[src/rtl/nibble_link_pkg.sv]
// Shared definitions for the 4-bit nibble operand link (transmit and receive sides).
package nibble_link_pkg;
    localparam int NIBBLE_W       = 4;
    localparam int NIB_PER_OP_DEF = 3;

    typedef enum logic [1:0] {IDLE, SEND_A, SEND_B} tx_state_t;
endpackage

[src/rtl/operand_nibble_tx.sv]
// Nibble link transmitter: captures an operand pair and streams it MSB-first,
// operand A then operand B, with per-nibble valid/ready and frame markers.
module operand_nibble_tx
    import nibble_link_pkg::*;
#(
    parameter int NIB_PER_OP = NIB_PER_OP_DEF,
    parameter int FCNT_W     = 8
) (
    input  logic                           clk,
    input  logic                           n_reset,
    input  logic                           in_valid,
    output logic                           in_ready,
    input  logic [NIBBLE_W*NIB_PER_OP-1:0] op_a,
    input  logic [NIBBLE_W*NIB_PER_OP-1:0] op_b,
    output logic                           out_valid,
    input  logic                           out_ready,
    output logic [NIBBLE_W-1:0]            sample,
    output logic                           sof,
    output logic                           eof,
    output logic                           busy,
    output logic [FCNT_W-1:0]              frame_cnt
);
    localparam int OP_W  = NIBBLE_W * NIB_PER_OP;
    localparam int IDX_W = (NIB_PER_OP > 1) ? $clog2(NIB_PER_OP) : 1;
    localparam logic [IDX_W-1:0] LAST_IDX = IDX_W'(NIB_PER_OP - 1);

    tx_state_t         state_q, state_d;
    logic [IDX_W-1:0]  idx_q, idx_d;
    logic [OP_W-1:0]   opa_q, opa_d, opb_q, opb_d;
    logic [FCNT_W-1:0] cnt_q, cnt_d;
    logic [OP_W-1:0]   cur_op;
    logic              xfer, last;

    always_ff @(posedge clk or negedge n_reset) begin
        if (!n_reset) begin
            state_q <= IDLE;
            idx_q   <= '0;
            opa_q   <= '0;
            opb_q   <= '0;
            cnt_q   <= '0;
        end else begin
            state_q <= state_d;
            idx_q   <= idx_d;
            opa_q   <= opa_d;
            opb_q   <= opb_d;
            cnt_q   <= cnt_d;
        end
    end

    always_comb begin
        state_d = state_q;
        idx_d   = idx_q;
        opa_d   = opa_q;
        opb_d   = opb_q;
        cnt_d   = cnt_q;
        xfer    = out_valid && out_ready;
        last    = (idx_q == LAST_IDX);
        case (state_q)
            IDLE: begin
                if (in_valid) begin
                    state_d = SEND_A;
                    idx_d   = '0;
                    opa_d   = op_a;
                    opb_d   = op_b;
                end
            end
            SEND_A: begin
                if (xfer) begin
                    if (last) begin
                        state_d = SEND_B;
                        idx_d   = '0;
                    end else begin
                        idx_d = idx_q + IDX_W'(1);
                    end
                end
            end
            SEND_B: begin
                if (xfer) begin
                    if (last) begin
                        cnt_d = cnt_q + FCNT_W'(1);
                        idx_d = '0;
                        // eof transfer doubles as a capture slot so frames chain without a bubble
                        if (in_valid) begin
                            state_d = SEND_A;
                            opa_d   = op_a;
                            opb_d   = op_b;
                        end else begin
                            state_d = IDLE;
                        end
                    end else begin
                        idx_d = idx_q + IDX_W'(1);
                    end
                end
            end
            default: begin
                state_d = IDLE;
                idx_d   = '0;
            end
        endcase
    end

    always_comb begin
        busy      = (state_q != IDLE);
        out_valid = busy;
        sof       = (state_q == SEND_A) && (idx_q == '0);
        eof       = (state_q == SEND_B) && (idx_q == LAST_IDX);
        in_ready  = (state_q == IDLE) || (eof && out_ready);
        cur_op    = (state_q == SEND_B) ? opb_q : opa_q;
        sample    = '0;
        if (out_valid)
            sample = cur_op[NIBBLE_W*(NIB_PER_OP-1-int'(idx_q)) +: NIBBLE_W];
        frame_cnt = cnt_q;
    end
endmodule

[config.mk]
export PLATFORM = sky130hd
export DESIGN_NAME = operand_nibble_tx
export DESIGN_NICKNAME = d
export VERILOG_FILES = /design/src/rtl/nibble_link_pkg.sv /design/src/rtl/operand_nibble_tx.sv
export SDC_FILE = /design/constraint.sdc
export NUM_CORES = 1
export LEC_CHECK = 0
export BUFFER_PORTS_ARGS = -buffer_cell sky130_fd_sc_hd__buf_2
export CAP_MARGIN = 20
export CORE_MARGIN = 2
export CORE_UTILIZATION = 39
export CTS_CLUSTER_DIAMETER = 50
export DETAILED_ROUTE_END_ITERATION = 16
export PLACE_DENSITY = 0.6
export SLEW_MARGIN = 20
export SYNTH_ARGS = -nofsm -noshare
export SYNTH_HDL_FRONTEND = slang
export SYNTH_SLANG_ARGS = --single-unit
[constraint.sdc]
create_clock -name clk -period 1.8 [get_ports clk]
set_input_delay 0.18 -clock clk [delete_from_list [all_inputs] [get_ports clk]]
set_output_delay 0.18 -clock clk [all_outputs]
set_load 0.02 [all_outputs]
# After elaboration in Yosys (flattened, before gate mapping)
# Cells that the tools add are included.
[word_totals] register_bits=36 inputBits=28 output_inout_bits=17 word_cells=53
[classes] addsub=3 n_eq_ne=9 shifts=1 n_mux=21 n_reduce_logical=14
[ops] op="12-bit two-way mux" count=7
[ops] op="12-bit case mux with 2 select lines" count=2
[ops] op="2-bit two-way mux" count=8
[ops] op="12-bit by 5-bit variable part select with 4-bit output" count=1
[ops] op="2-bit inequality test (second input constant)" count=5
[ops] op="8-bit by 1-bit adder with 8-bit output (second input constant)" count=1
[ops] op="2-bit case mux with 3 select lines" count=1
[ops] op="3-bit AND reduction" count=2
[ops] op="5-bit AND reduction" count=1
[ops] op="2-bit equality test (second input constant)" count=2
[ops] op="1-bit logical AND" count=4
[ops] op="2-bit logical NOT" count=2
[ops] op="4-bit two-way mux" count=1
[ops] op="2-bit case mux with 2 select lines" count=1
[ops] op="2-bit nonzero test" count=2
[ops] op="2-bit by 2-bit subtractor with 3-bit output (first input constant)" count=1
[ops] op="2-bit by 1-bit adder with 2-bit output (second input constant)" count=1
[ops] op="2-bit by 1-bit equality test with 1-bit output (second input constant)" count=1
[ops] op="2-bit by 1-bit inequality test with 1-bit output (second input constant)" count=1
[ops] op="2-bit AND reduction" count=1
[ops] op="2-bit OR reduction" count=1
[ops] op="1-bit logical OR" count=1
[ops] op="1-bit two-way mux" count=1

# Logic depth before layout (Yosys ltp)
# Gate-level depths: netlist of run 1.
[depth] depth_word=4 depth_mapped=8

# Worst setup path before layout of run 1
# No wires, ideal clock.
[synth_path] path_kind="register to register" from="reg idx_q[0]" to="reg opa_q[10]" setup_ns=0.125 arrival_time_ns=1.707 slack_ns=-0.032 stages_incl_launch_ff=8 path_buffers=1 cell_sequence="dfrtp_1 -> inv_1 -> ha_1 -> and2_1 -> o2bb2ai_2 -> nand2_4 -> buf_6 -> mux2_4"
[synth_between] elab_chain_cells=3
[synth_rtl] item="from (decl)" line_no="operand_nibble_tx.sv:28" source="logic [IDX_W-1:0] idx_q, idx_d;"
[synth_rtl] item="from (signal assigned)" line_no="operand_nibble_tx.sv:43" source="idx_q <= idx_d;"
[synth_rtl] item="2-bit equality test" line_no="operand_nibble_tx.sv:57" source="last = (idx_q == LAST_IDX);"
[synth_rtl] item="2-bit inequality test (no line)"
[synth_rtl] item="3-bit AND reduction (no line)"
[synth_rtl] item="to (signal assigned)" line_no="operand_nibble_tx.sv:44" source="opa_q <= opa_d;"
[synth_rtl] item="to (decl)" line_no="operand_nibble_tx.sv:29" source="logic [OP_W-1:0] opa_q, opa_d, opb_q, opb_d;"
# No other way between the ends.
# A chain may end at the register's enable or synchronous reset.

# Final worst setup path of run 1
[layout_path] from="reg state_q[0]" to="out sample[0]"
[layout_between] elab_chain_cells=4 elab_cells_between_ends=5
[layout_rtl] item="from (decl)" line_no="operand_nibble_tx.sv:27" source="tx_state_t state_q, state_d;"
[layout_rtl] item="from (signal assigned)" line_no="operand_nibble_tx.sv:42" source="state_q <= state_d;"
[layout_rtl] item="2-bit equality test" line_no="operand_nibble_tx.sv:108" source="cur_op = (state_q == SEND_B) ? opb_q : opa_q;"
[layout_rtl] item="12-bit two-way mux" line_no="operand_nibble_tx.sv:108"
[layout_rtl] item="12-bit by 5-bit variable part select with 4-bit output" line_no="operand_nibble_tx.sv:111" source="sample = cur_op[NIBBLE_W*(NIB_PER_OP-1-int'(idx_q)) +: NIBBLE_W];"
[layout_rtl] item="4-bit two-way mux (*)" line_no="operand_nibble_tx.sv:110" source="if (out_valid)"
[layout_rtl] item="to (decl)" line_no="operand_nibble_tx.sv:17" source="output logic [NIBBLE_W-1:0] sample,"
# Mark *: on every way between the ends. The rest lies on a longest branch, timed or not.

==> impl_metrics.env, run 1 <==
export IMPL_grt_setup_unrepaired="true"
export IMPL_critPathLaunchType="register"
export IMPL_cts_sinks=36
export IMPL_core_um2=4750
export IMPL_hpwl_um=2940
export IMPL_path_depth=7
export IMPL_wl_per_cell_um=15.4
export IMPL_crit_family="multiplexers"
export IMPL_synth_area_leaders="dfrtp_1, mux2_4, ha_1, mux4_2, mux2_2"
export IMPL_setup_viol=33
export IMPL_synthCells=143
export IMPL_ff2ff_setup_slack_ps=-120
export IMPL_initial_core_util_pct=40.9
export IMPL_synthesis_nets=181
export IMPL_fin_crit_ps=2020
export IMPL_nNetsFinal=246
export IMPL_worst_slew_pin_slew_ps=790
export IMPL_crit_path_end_kind="output pin"
export IMPL_io_pin_count=45
export IMPL_drc_errors=0
export IMPL_antenna_left=0
export IMPL_fillers=429
export IMPL_cp_slowest_cell="mux4_2"
export IMPL_internal_power_w=0.00255
export IMPL_clk_pin_slew_ps=70
export IMPL_r2r_cells=8
export IMPL_outcome="finished with violations"
export IMPL_leakagePower_nw=1.31
export IMPL_synthMuxAreaShare_pct=26.1
export IMPL_antenna_found_initial=0
export IMPL_switching_share_pct=34.2
export IMPL_skew_ps=3.67
export IMPL_die_h_um=74.6
export IMPL_max_stage_delay_ps=480
export IMPL_synthArstFlopShare_pct=100
export IMPL_port_buffers=44
export IMPL_grt_overflow_total=0
export IMPL_syn_avg_cell_area_um2=13.6
export IMPL_via_per_inst=4.91
export IMPL_die_x_um=74.6
export IMPL_firstDrtPassIters=4
export IMPL_die_area_um2=5560
export IMPL_cts_buffer_depth=2
export IMPL_fin_crit_sh_pct=112
export IMPL_crit_fanout=5
export IMPL_cts_max_level=2
export IMPL_cap_violations=0
export IMPL_power_frac_clock_pct=13.7
export IMPL_finalCoreUtilization_pct=55.0
export IMPL_place_ws_ps=-59.7
export IMPL_pwr_share_seq_pct=33.5
export IMPL_min_path_type="in2async"
export IMPL_clk_latency_ps=280
export IMPL_critical_path_arrival_ps=1840
export IMPL_tritoncts="built"
export IMPL_crit_buf_inv=4
export IMPL_yosysTopAreaCell="dfrtp_1"
export IMPL_synthSimpleGateAreaFrac_pct=7.28
export IMPL_synth_edf_count=0
export IMPL_yosys_warnings=0
export IMPL_holdWs_ps=-21.8
export IMPL_power_per_cell_area_nw_per_um2=1480
export IMPL_violations="hold timing, setup timing"
export IMPL_yosysUniqueCellTypes=33
export IMPL_crit_chain="inv_2, ha_4, buf_12, mux4_2, inv_1, o22ai_1, buf_4"
export IMPL_irDropWorstVdd_mv=0.826
export IMPL_drt_iter0_markers=85
export IMPL_num_vias=1350
export IMPL_cts_buffers_inserted=5
export IMPL_power_frac_comb_pct=52.8
export IMPL_synth_top_family_by_area="multiplexers"
export IMPL_diodes=0
export IMPL_gp_congestion=0.840
export IMPL_slew_viol_final=0
export IMPL_clock_tree_root_cell="clkbuf_8"
export IMPL_ys_seq_elements=36
export IMPL_timing_rr_start="state_q[0]$_DFFE_PN0P_"
export IMPL_slew_headroom_pct=47.3
export IMPL_wirelength_um=4250
export IMPL_synth_compound_area_share_pct=5.92
export IMPL_synth_most_common_cell="dfrtp_1"
export IMPL_synth_xor_xnor_area_share_pct=3.16
export IMPL_hold_viol_final=36
export IMPL_p_sw_w=0.00133
export IMPL_synth_ff_type="dfrtp_1"
export IMPL_drive_gt1_share_pct=60.6
export IMPL_finalSetupTns_ps=-2930
export IMPL_syn_to_final_growth_pct=34.5
export IMPL_syn_area_um2=1940
export IMPL_ys_seq_area_share_pct=46.4
export IMPL_rows=25
export IMPL_worstSetupPathType="reg2out"
export IMPL_fmax_mhz=496
export IMPL_ctsHoldBuffers=0
export IMPL_gr_usage_all_layers_pct=15.9
export IMPL_netlist_top_cells_count="dfrtp_1, mux2_4, ha_1, inv_1, mux2_2"
export IMPL_r2r_end="opb_q[11]$_DFFE_PN0P_"
export IMPL_synth_fa_ha_area_share_pct=6.44
export IMPL_grt_max_degree=37
export IMPL_finalWorstSetupSlack_ps=-215
export IMPL_grt_first_pass_wirelength_um=6490
export IMPL_grt_pass1_vias=1361
export IMPL_critPathRequiredTime_ps=1620
export IMPL_synth_top_area_share_pct=46.4
==> flip-flops by register name, indices dropped and copies added (netlist names) <==
| name | cells |
|---|---|
| opb_q | 12 |
| idx_q | 2 |
| state_q | 2 |
| opa_q | 12 |
| frame_cnt | 8 |
==> worst max-delay path by stage <==
stage	from	to	slack, ps
4_1_cts	state_q[0]$_DFFE_PN0P_	sample[2]	-240
5_1_grt	state_q[0]$_DFFE_PN0P_	sample[2]	-280
3_3_place_gp	state_q[0]$_DFFE_PN0P_	sample[3]	10
2_1_floorplan	idx_q[0]$_DFFE_PN0P_	opa_q[10]$_DFFE_PN0P_	8
6_report	state_q[0]$_DFFE_PN0P_	sample[0]	-220
3_5_place_dp	state_q[0]$_DFFE_PN0P_	sample[3]	-60
==> cell type report <==
cell class              count  area [um2]  share of cell area, %
clock buffers               6        72.6                   2.78
clock inverters             1        5.00                  0.191
inverters                  10        37.5                   1.44
multi-input cells          91        1050                   40.4
flip-flops and latches     36         902                   34.5
well taps                  67        83.8                   3.21
repair buffers             64         458                   17.5
==> per-stage QoR <==
step | cells | total power [W] | cell area [um2] | hold slack, ps
after CTS | 269 | 0.00364 | 2460 | 0.956
after floorplan | 143 | 0.00259 | 1940 | -116
after detailed placement | 259 | 0.00305 | 2310 | 315
after global placement | 259 | 0.00300 | 2310 | 292
final | 275 | 0.00388 | 2610 | -21.8
after global routing | 275 | 0.00410 | 2610 | 47.9
==> logic make-up after synthesis <==
kind of cell / count (synthesis)
xor gates and xnor gates: 7
and+or+nand+nor: 23
muxes: 35
buffers and inverters: 16
DFF: 36
AOI/OAI and AO/OA: 16
adders and majority gates: 10
==> power by group through the flow <==
stage | clock network [W] | logic (W) | registers [W]
finish | 0.000530 | 0.00205 | 0.00130
global route | 0.000581 | 0.00218 | 0.00134
CTS | 0.000543 | 0.00180 | 0.00129
detailed placement | 0 | 0.00175 | 0.00130
global placement | 0 | 0.00171 | 0.00129
floorplan | 0 | 0.00134 | 0.00125
==> per-layer routing <==
| metal | global-route usage (%) | vias to the layer above | share of wire (%) |
|---|---|---|---|
| li1 | - | 636 | - |
| met2 | 24.8 | 35 | 48 |
| met4 | 6.75 | 0 | 1.7 |
| met1 | 21.3 | 670 | 46 |
| met5 | 0 | - | 0 |
| met3 | 3.93 | 9 | 3.9 |
==> cell usage in the layout (no fill, tap or decap), drive strengths merged <==
cell type	count
o2bb2ai	1
a21o	1
a32o	2
o22ai	5
nor2b	3
mux2i	5
xor2	4
nand2b	1
clkinv	1
nor2	5
mux2	26
o21ai	1
xnor2	3
o41ai	1
and4	1
mux4	4
a21oi	4
and2	2
buf	63
nand2	4
nand3	2
inv	10
o21bai	1
clkbuf	6
nor3	1
and4b	1
nand4	3
dfrtp	36
bufbuf	1
ha	10
==> repair_timing <==
item	4_1_cts	5_1_grt
resized for setup	7	27
gates cloned	1	0
setup endpoints to repair	29	32
buffers inserted	2	6
pin swaps	2	8
Note: power is estimated with default switching activity, not from simulation.
==> run 2, diff against run 1 <==
--- a/config.mk
+++ b/config.mk
@@ -11,7 +11,9 @@
 export CORE_UTILIZATION = 39
 export CTS_CLUSTER_DIAMETER = 50
 export DETAILED_ROUTE_END_ITERATION = 16
+export GPL_TIMING_DRIVEN = 0
 export PLACE_DENSITY = 0.6
+export SKIP_LAST_GASP = 1
 export SLEW_MARGIN = 20
 export SYNTH_ARGS = -nofsm -noshare
 export SYNTH_HDL_FRONTEND = slang
==> run 2 against run 1 <==
Net effect: the flow still finishes with violations (hold timing, setup timing); register-to-register slack better by 60 ps; hold slack worse by 5.2 ps; maximum frequency down 0.88%; critical path depth unchanged; sequential share of layout area down 1.8 points; global-route usage up 0.67 points; cell area up 5.4%; critical endpoint is now sample[2]; largest power group unchanged.
==> impl_metrics.env, run 2 (same netlist as run 1, synthesis figures left out) <==
export IMPL_outcome="finished with violations"
export IMPL_violations="hold timing, setup timing"
export IMPL_crit_path_end_kind="output pin"
export IMPL_firstDrtPassIters=6
export IMPL_cts_buffers_inserted=5
export IMPL_hpwl_um=2780
export IMPL_fin_crit_ps=2030
export IMPL_clk_latency_ps=280
export IMPL_syn_to_final_growth_pct=41.7
export IMPL_num_vias=1352
export IMPL_critPathLaunchType="register"
export IMPL_power_per_cell_area_nw_per_um2=1560
export IMPL_slew_headroom_pct=47.8
export IMPL_worstSetupPathType="reg2out"
export IMPL_cts_buffer_depth=2
export IMPL_final_cell_mix="buf_2, dfrtp_1, mux2_4"
export IMPL_final_cell_count_no_fill=281
export IMPL_final_common_cell="buf_2"
export IMPL_fillers=412
export IMPL_grt_first_pass_wirelength_um=6730
export IMPL_die_h_um=74.6
export IMPL_antenna_found_initial=0
export IMPL_grt_setup_unrepaired="true"
export IMPL_ff2ff_setup_slack_ps=-60
export IMPL_slew_viol_final=0
export IMPL_critPathRequiredTime_ps=1620
export IMPL_hold_viol_final=36
export IMPL_io_pin_count=45
export IMPL_skew_ps=3.82
export IMPL_cap_violations=0
export IMPL_rows=25
export IMPL_cts_sinks=36
export IMPL_endpoint="sample[2]"
export IMPL_grt_overflow_total=0
export IMPL_min_path_type="in2async"
export IMPL_cts_max_level=2
export IMPL_gr_usage_all_layers_pct=16.6
export IMPL_dp_cells=254
export IMPL_r2r_cells=9
export IMPL_finalWorstSetupSlack_ps=-233
export IMPL_tritoncts="built"
export IMPL_fin_crit_sh_pct=113
export IMPL_drive_gt1_share_pct=63.1
export IMPL_r2r_end="opb_q[8]$_DFFE_PN0P_"
export IMPL_clk_pin_slew_ps=70
export IMPL_holdWs_ps=-27.0
export IMPL_antenna_left=0
export IMPL_drt_iter0_markers=67
export IMPL_timing_rr_start="state_q[0]$_DFFE_PN0P_"
export IMPL_fmax_mhz=492
export IMPL_wl_per_cell_um=15.4
export IMPL_setup_viol=30
export IMPL_grt_pass1_vias=1379
export IMPL_irDropWorstVdd_mv=0.725
export IMPL_via_per_inst=4.81
export IMPL_grt_max_degree=37
export IMPL_critical_path_arrival_ps=1850
export IMPL_diodes=0
export IMPL_drc_errors=0
export IMPL_wirelength_um=4330
export IMPL_die_area_um2=5560
export IMPL_core_um2=4750
export IMPL_nNetsFinal=251
export IMPL_crit_start="state_q[0]$_DFFE_PN0P_"
export IMPL_gp_congestion=0.784
export IMPL_initial_core_util_pct=40.9
export IMPL_crit_fanout=6
export IMPL_port_buffers=44
export IMPL_ctsHoldBuffers=0
export IMPL_die_x_um=74.6
export IMPL_leakagePower_nw=1.36
export IMPL_place_ws_ps=-193
export IMPL_clock_tree_root_cell="clkbuf_8"
export IMPL_worst_slew_pin_slew_ps=784
run 2: final cells by class:
| type | instances | area (um2) | area share, % |
|---|---|---|---|
| clock inverter | 2 | 10.0 | 0.363 |
| buffer | 6 | 85.1 | 3.09 |
| clock buffer | 6 | 82.6 | 3.00 |
| inverter | 10 | 37.5 | 1.36 |
| timing repair buffer | 63 | 437 | 15.9 |
| multi-input combinational | 91 | 1120 | 40.5 |
| tap | 67 | 83.8 | 3.04 |
| sequential | 36 | 902 | 32.8 |
run 2: routing by layer:
layer	GRT usage (%)	up-vias	part of all wire (%)	routed length, um
met1	22.0	658	43	1880
met2	25.2	37	49	2110
met4	7.54	0	2.8	120
li1	-	646	-	-
met3	5.01	11	5.1	220
met5	0	-	0	0
run 2: how the worst min path moves through the flow:
| stage | startpoint | to | slack [ps] |
|---|---|---|---|
| after floorplan | n_reset | frame_cnt[0]$_DFFE_PN0P_ | -120 |
| after global placement | n_reset | opa_q[0]$_DFFE_PN0P_ | 290 |
| after detailed placement | n_reset | opb_q[0]$_DFFE_PN0P_ | 310 |
| after CTS | n_reset | opa_q[4]$_DFFE_PN0P_ | 0.5 |
| after global routing | n_reset | opa_q[1]$_DFFE_PN0P_ | 30 |
| final | n_reset | opb_q[0]$_DFFE_PN0P_ | -30 |
run 2: critical path, cell delays in order (launching register included):
cell     delay (ps)
dfrtp_1         400
inv_2           100
ha_4            150
buf_8           130
mux4_2          500
inv_2            70
o22ai_2          90
buf_6           140
run 2: report_power, final:
part	total (W)	internal, W	leakage, nW	switching, W
Combinational	0.00240	0.00140	0.862	0.00101
Clock	0.000582	0.000305	0.0510	0.000277
Sequential	0.00130	0.00112	0.443	0.000178
Total	0.00428	0.00282	1.36	0.00146
run 2: stage by stage:
step	util [%]	setup TNS, ps	hold slack [ps]	total power [W]	instance area (um2)
2_1_floorplan	-	0	-116	0.00259	1940
6_report	57.9	-2170	-27.0	0.00428	2750
3_3_place_gp	47.3	-2080	289	0.00294	2250
4_1_cts	54.4	-3240	0.511	0.00398	2590
5_1_grt	57.9	-4370	30.4	0.00454	2750
3_5_place_dp	47.3	-3440	308	0.00300	2250
run 2: what timing repair did:
| action | 4_1_cts | 5_1_grt |
|---|---|---|
| gates cloned | 2 | 1 |
| setup buffers | 10 | 7 |
| pin swaps | 4 | 10 |
| endpoints found under the hold margin | 0 | 0 |
| setup endpoints to repair | 29 | 34 |
| gates resized for setup | 33 | 24 |
